==> src/rtl/icache_param_if.sv <==
// Datapath and memory-controller signals of the instruction cache.
// master = datapath/memory side, slave = the cache itself.
interface icache_param_if;
    logic        imemREN;
    logic [31:0] imemaddr;
    logic        ihit;
    logic [31:0] imemload;
    logic        flush;
    logic        iREN;
    logic [31:0] iaddr;
    logic        iwait;
    logic [31:0] iload;

    modport master (
        output imemREN, imemaddr, flush, iwait, iload,
        input  ihit, imemload, iREN, iaddr
    );

    modport slave (
        input  imemREN, imemaddr, flush, iwait, iload,
        output ihit, imemload, iREN, iaddr
    );
endinterface

==> src/rtl/icache_param.sv <==
// Direct-mapped instruction cache with zero-cycle hits and word-by-word block fill.
// Define ICACHE_STATS_EN to add the hit_count/miss_count performance counters.
module icache_param #(
    parameter int unsigned SETS        = 16,
    parameter int unsigned BLOCK_WORDS = 2
) (
    input  logic          CLK,
    input  logic          RST,
    icache_param_if.slave bus
`ifdef ICACHE_STATS_EN
    ,
    output logic [31:0]   hit_count,
    output logic [31:0]   miss_count
`endif
);
    localparam int unsigned WO    = $clog2(BLOCK_WORDS);
    localparam int unsigned IDX_W = $clog2(SETS);
    localparam int unsigned TAG_W = 30 - WO - IDX_W;
    localparam int unsigned CNT_W = (WO == 0) ? 1 : WO;
    localparam int unsigned AW    = $clog2(SETS * BLOCK_WORDS);

    typedef enum logic {IDLE, FILL} state_e;

    state_e             state_q;
    logic [SETS-1:0]    valid_q;
    logic [TAG_W-1:0]   tags_q [SETS];
    logic [31:0]        data_q [SETS*BLOCK_WORDS];
    logic [TAG_W-1:0]   fill_tag_q;
    logic [IDX_W-1:0]   fill_idx_q;
    logic [CNT_W-1:0]   cnt_q;
    logic               iren_q;
    logic [31:0]        iaddr_q;

    logic [TAG_W-1:0]   req_tag;
    logic [IDX_W-1:0]   req_idx;
    logic [CNT_W-1:0]   req_off;
    logic [AW-1:0]      rd_ptr;
    logic [AW-1:0]      wr_ptr;
    logic [31:0]        blk_base;
    logic               lookup;
    logic               hit;
    logic               miss;
    logic               last_word;
    logic               fill_we;

    always_comb begin
        req_tag   = TAG_W'(bus.imemaddr >> (2 + WO + IDX_W));
        req_idx   = IDX_W'(bus.imemaddr >> (2 + WO));
        req_off   = CNT_W'(bus.imemaddr[31:2] & 30'(BLOCK_WORDS - 1));
        blk_base  = (bus.imemaddr >> (2 + WO)) << (2 + WO);
        rd_ptr    = AW'(32'(req_idx) * BLOCK_WORDS + 32'(req_off));
        wr_ptr    = AW'(32'(fill_idx_q) * BLOCK_WORDS + 32'(cnt_q));
        lookup    = (state_q == IDLE) && bus.imemREN && !bus.flush && !RST;
        hit       = lookup && valid_q[req_idx] && (tags_q[req_idx] == req_tag);
        miss      = lookup && !hit;
        last_word = (cnt_q == CNT_W'(BLOCK_WORDS - 1));
        fill_we   = (state_q == FILL) && !bus.iwait && !bus.flush && !RST;
    end

    assign bus.ihit     = hit;
    assign bus.imemload = hit ? data_q[rd_ptr] : '0;
    // Memory request is held low while reset is asserted, not just after the edge.
    assign bus.iREN     = iren_q & ~RST;
    assign bus.iaddr    = RST ? '0 : iaddr_q;

    always_ff @(posedge CLK) begin
        if (RST) begin
            state_q    <= IDLE;
            valid_q    <= '0;
            cnt_q      <= '0;
            iren_q     <= 1'b0;
            iaddr_q    <= '0;
            fill_tag_q <= '0;
            fill_idx_q <= '0;
        end else if (bus.flush) begin
            state_q <= IDLE;
            valid_q <= '0;
            cnt_q   <= '0;
            iren_q  <= 1'b0;
            iaddr_q <= '0;
        end else begin
            case (state_q)
                IDLE: begin
                    if (miss) begin
                        // The victim set stays invalid until its last word lands.
                        state_q          <= FILL;
                        fill_tag_q       <= req_tag;
                        fill_idx_q       <= req_idx;
                        cnt_q            <= '0;
                        iren_q           <= 1'b1;
                        iaddr_q          <= blk_base;
                        valid_q[req_idx] <= 1'b0;
                    end
                end
                FILL: begin
                    if (!bus.iwait) begin
                        if (last_word) begin
                            state_q             <= IDLE;
                            valid_q[fill_idx_q] <= 1'b1;
                            cnt_q               <= '0;
                            iren_q              <= 1'b0;
                            iaddr_q             <= '0;
                        end else begin
                            cnt_q   <= cnt_q + CNT_W'(1);
                            iaddr_q <= iaddr_q + 32'd4;
                        end
                    end
                end
                default: state_q <= IDLE;
            endcase
        end
    end

    always_ff @(posedge CLK) begin
        if (fill_we) begin
            data_q[wr_ptr]     <= bus.iload;
            tags_q[fill_idx_q] <= fill_tag_q;
        end
    end

`ifdef ICACHE_STATS_EN
    logic [31:0] hit_cnt_q;
    logic [31:0] miss_cnt_q;

    always_ff @(posedge CLK) begin
        if (RST) begin
            hit_cnt_q  <= '0;
            miss_cnt_q <= '0;
        end else begin
            if (hit) begin
                hit_cnt_q <= hit_cnt_q + 32'd1;
            end
            if (miss) begin
                miss_cnt_q <= miss_cnt_q + 32'd1;
            end
        end
    end

    assign hit_count  = hit_cnt_q;
    assign miss_count = miss_cnt_q;
`endif
endmodule

==> src/flat_wrapper.sv <==
// flat-port wrapper written by rule: the top's interface ports become plain ports
module icache_param_flat 
#(
    parameter int unsigned SETS        = 16,
    parameter int unsigned BLOCK_WORDS = 2
)
  (CLK, RST, bus_imemREN, bus_imemaddr, bus_flush, bus_iwait, bus_iload, bus_ihit, bus_imemload, bus_iREN, bus_iaddr);
  icache_param_if bus_i ();
  input  logic CLK;
  input  logic RST;
  input wire logic [$bits(bus_i.imemREN)-1:0] bus_imemREN;
  input wire logic [$bits(bus_i.imemaddr)-1:0] bus_imemaddr;
  input wire logic [$bits(bus_i.flush)-1:0] bus_flush;
  input wire logic [$bits(bus_i.iwait)-1:0] bus_iwait;
  input wire logic [$bits(bus_i.iload)-1:0] bus_iload;
  output wire logic [$bits(bus_i.ihit)-1:0] bus_ihit;
  output wire logic [$bits(bus_i.imemload)-1:0] bus_imemload;
  output wire logic [$bits(bus_i.iREN)-1:0] bus_iREN;
  output wire logic [$bits(bus_i.iaddr)-1:0] bus_iaddr;
  assign bus_i.imemREN = bus_imemREN;
  assign bus_i.imemaddr = bus_imemaddr;
  assign bus_i.flush = bus_flush;
  assign bus_i.iwait = bus_iwait;
  assign bus_i.iload = bus_iload;
  assign bus_ihit = bus_i.ihit;
  assign bus_imemload = bus_i.imemload;
  assign bus_iREN = bus_i.iREN;
  assign bus_iaddr = bus_i.iaddr;
  icache_param #(.SETS(SETS), .BLOCK_WORDS(BLOCK_WORDS)) u_core (.CLK(CLK), .RST(RST), .bus(bus_i));
endmodule
==> config.mk <==
export PLATFORM = sky130hd
export DESIGN_NAME = icache_param_flat
export DESIGN_NICKNAME = d
export VERILOG_FILES = /design/src/rtl/icache_param_if.sv /design/src/rtl/icache_param.sv /design/src/flat_wrapper.sv
export SDC_FILE = /design/constraint.sdc
export NUM_CORES = 2
export LEC_CHECK = 0
export BUFFER_PORTS_ARGS = -buffer_cell sky130_fd_sc_hd__buf_4
export CAP_MARGIN = 25
export CORE_AREA = 2 2 416 418
export CTS_CLUSTER_DIAMETER = 30
export DETAILED_ROUTE_END_ITERATION = 8
export DIE_AREA = 0 0 418 420
export SETUP_SLACK_MARGIN = 0.02
export SLEW_MARGIN = 20
export SYNTH_ARGS = -nofsm -noshare
export SYNTH_HDL_FRONTEND = slang
export SYNTH_SLANG_ARGS = --single-unit
export TNS_END_PERCENT = 10
==> constraint.sdc <==
create_clock -name CLK -period 14.14 [get_ports CLK]
set_input_delay 1.414 -clock CLK [delete_from_list [all_inputs] [get_ports CLK]]
set_output_delay 1.414 -clock CLK [all_outputs]
set_load 0.1 [all_outputs]
==> impl_metrics.json <==
{
  "min_from": "u_core.iren_q$_SDFFE_PP0P_",
  "cp_slowest_stage_delay_ns": 0.72,
  "outcome": "complete, no violations",
  "dp_slack_ns": 5.53,
  "ys.flop_type": "edfxtp_1",
  "finalHoldViolCount": 0,
  "crit_slowest_cell": "buf_4",
  "avgRoutedWirePerCell_um": 27.9,
  "antenna_found_initial": 13,
  "critPathMaxFanout": 43,
  "core.rowCount": 152,
  "synthToLayoutAreaGrowth_pct": 20.8,
  "grt-ovfl-total": 0,
  "cap_viol_max_count": 0,
  "highest_layer": "met5",
  "clk-insertion-delay-late_ns": 0.87,
  "grt_usage": 0.182,
  "power.leakage_nw": 23.9,
  "mostFrequentLayoutCells": "edfxtp_1 (1424), mux4_2 (339), clkbuf_16 (241), buf_4 (207), mux2i_1 (150)",
  "cts.reportedPaths.clkPinSlew_ns": 0.05,
  "yosys.cell_types.count": 72,
  "start_kind": "input port",
  "synth-seq-cells": 1502,
  "ant_nets": 0,
  "route.met3.wl_um": 10000,
  "vias": 32100,
  "hold_class": "flip-flop to flip-flop",
  "cts-buffers-inserted": 240,
  "drc_errors": 0,
  "reg2reg_to": "u_core.iaddr_q[3]$_SDFFE_PP0P_",
  "cts.hold.buffers_added": 0,
  "async_reset_ff_frac": 0,
  "drive_gt1_frac": 0.296,
  "fin_skew_ns": 0.0664,
  "layout_min_cycle_time_ns": 8.53,
  "dp.final_hpwl_um": 83000,
  "rsz0062_at_grt": "no",
  "powerDensity_mw_per_mm2": 158,
  "reg2reg_depth": 10,
  "cp.arrival_ns": 7.11,
  "synth_seq_area_share": 0.744,
  "dieWidth_um": 418,
  "grt_start_max_net_pins": 103,
  "avgViaCountPerCell": 5.54,
  "fmax_mhz": 117,
  "min_path_cells": 2,
  "nets": 3411,
  "drv_slew": 0,
  "met2_length_um": 81300,
  "r2r_slack_ns": 9.77,
  "worstPathCellList": "buf_6 > buf_4 > buf_4 > mux4_2 > mux4_2 > xor2_1 > nor3_1 > nor4bb_1 > or4b_4 > inv_4 > and3_1 > buf_4",
  "die_y_um": 420,
  "synth_cells": 3084,
  "whs_endpoint": "u_core.iren_q$_SDFFE_PP0P_",
  "setup_viol": 0,
  "clockBufferDepth": 3,
  "dr.pass1.iters": 7,
  "start_util": 0.348,
  "crit_type": "input port to output pin",
  "dp.cells": 5332,
  "timing.setup.tns_ns": 0,
  "synthesis.area_mm2": 0.0596,
  "worst_ep_required_time_ns": 12.73,
  "instances_no_fill": 5793,
  "grt_pass1_vias": 32400,
  "post_synth.cell_area_avg_um2": 19.3,
  "critical_path.most_common_cell": "buf_4",
  "fin_hold_ws_ns": 0.468,
  "r2r_start": "u_core.tags_q[7][7]$_DFFE_PP_",
  "irDropWorstVdd_mv": 0.140,
  "finalWeightedCongestion": 0.830,
  "worst_slack_ns": 5.61,
  "fin_crit_sh": 0.603,
  "cts_setup_buffers": 0,
  "cts_tree": "built",
  "cts_sinks": 1502,
  "final_common_cell": "edfxtp_1",
  "drtIter0Drc": 3364,
  "worst_pin_slew_ns": 1.10,
  "htreeDepth": 4,
  "routed_wl_um": 161000,
  "yosysWarnings": 0,
  "slew_headroom": 0.266,
  "met1_length_um": 65500,
  "synth_edf_count": 1424,
  "grt_pass1_wl_um": 231000,
  "port_buffers": 130,
  "post_cts_resized": 0,
  "design.die.area_mm2": 0.176,
  "fp.coreArea_mm2": 0.171,
  "cts_root_buf": "clkbuf_16",
  "ios": 135,
  "cp-end-kind": "output pin"
}
==> power breakdown <==
| part | leakage [nW] | internal [mW] | switching, mW |
|---|---|---|---|
| logic | 5.78 | 0.159 | 0.270 |
| clock network | 4.09 | 3.85 | 2.21 |
| registers | 14.1 | 4.87 | 0.0164 |
==> state kept, by name, indices dropped and copies added (netlist names) <==
register,cells
u_core.tags_q,400
u_core.fill_tag_q,25
u_core.valid_q,16
u_core.iaddr_q,30
u_core.iren_q,1
u_core.state_q,1
u_core.data_q,1024
u_core.cnt_q,1
u_core.fill_idx_q,4
==> layout make-up <==
class	instances	area, um2
Clock buffer	265	6130
Fill cell	14800	99000
Inverter	30	120
Sequential cell	1502	44300
Tap cell	2233	2790
Multi-Input combinational cell	1354	14500
Antenna cell	2	5.00
Timing Repair Buffer	213	1660
Clock inverter	194	2440
==> synth_stat cells (23+ instances only) <==
cell type / instances / share of area
a21oi_1: 61 / 0.0051
a22oi_1: 32 / 0.0040
a31oi_1: 23 / 0.0024
a32oi_1: 50 / 0.0074
and3_1: 25 / 0.0026
buf_1: 31 / 0.0020
buf_2: 26 / 0.0022
clkbuf_1: 117 / 0.0074
dfxtp_1: 78 / 0.026
edfxtp_1: 1424 / 0.72
inv_1: 28 / 0.0018
mux2i_1: 150 / 0.025
mux4_2: 339 / 0.13
nand2_1: 128 / 0.0081
nand3_1: 58 / 0.0049
nor2_1: 100 / 0.0063
nor2b_1: 28 / 0.0029
nor3_1: 51 / 0.0043
o21ai_0: 64 / 0.0054
==> routing by layer <==
layer,track usage,vias up
li1,-,13400
met1,0.240,17100
met2,0.306,1325
met3,0.0270,271
met4,0.0649,6
met5,0,-
==> worst max-delay path: cells and delay by family <==
kind          cells  cell delay (ns)
mux               2             1.08
buf+inv           5             2.78
xor+xnor          1             0.20
simple gates      4             1.52
==> cell families after synthesis <==
group                    Yosys count  synth area share
AND/OR/NAND/NOR                  476            0.0390
AO/OA/AOI/OAI                    350            0.0398
other                              1         0.0000630
multiplexers                     497             0.155
XOR/XNOR                          28           0.00412
buffers and inverters            229            0.0178
flip-flops                      1502             0.744
adder cells (fa/ha/maj)            1          0.000210
==> metrics by stage <==
step | area [um2] | total power, mW | util
after floorplan | 59600 | 5.23 | -
after global placement | 63300 | 5.40 | 0.370
after detailed placement | 63400 | 5.41 | 0.371
after CTS | 72000 | 11.5 | 0.421
after global routing | 72000 | 11.7 | 0.421
final | 72000 | 11.4 | 0.421
==> how the worst max path moves through the flow <==
stage	slack, ns	from	end	cells past startpoint
6_report	5.61	bus_imemaddr[3]	bus_imemload[1]	12
3_5_place_dp	5.53	bus_imemaddr[3]	bus_imemload[1]	13
4_1_cts	5.56	bus_imemaddr[3]	bus_imemload[1]	13
2_1_floorplan	7.21	bus_imemaddr[3]	bus_imemload[10]	15
5_1_grt	5.37	bus_imemaddr[3]	bus_imemload[1]	13
3_3_place_gp	5.56	bus_imemaddr[3]	bus_imemload[1]	13
Power figures use the tool's default switching activity.
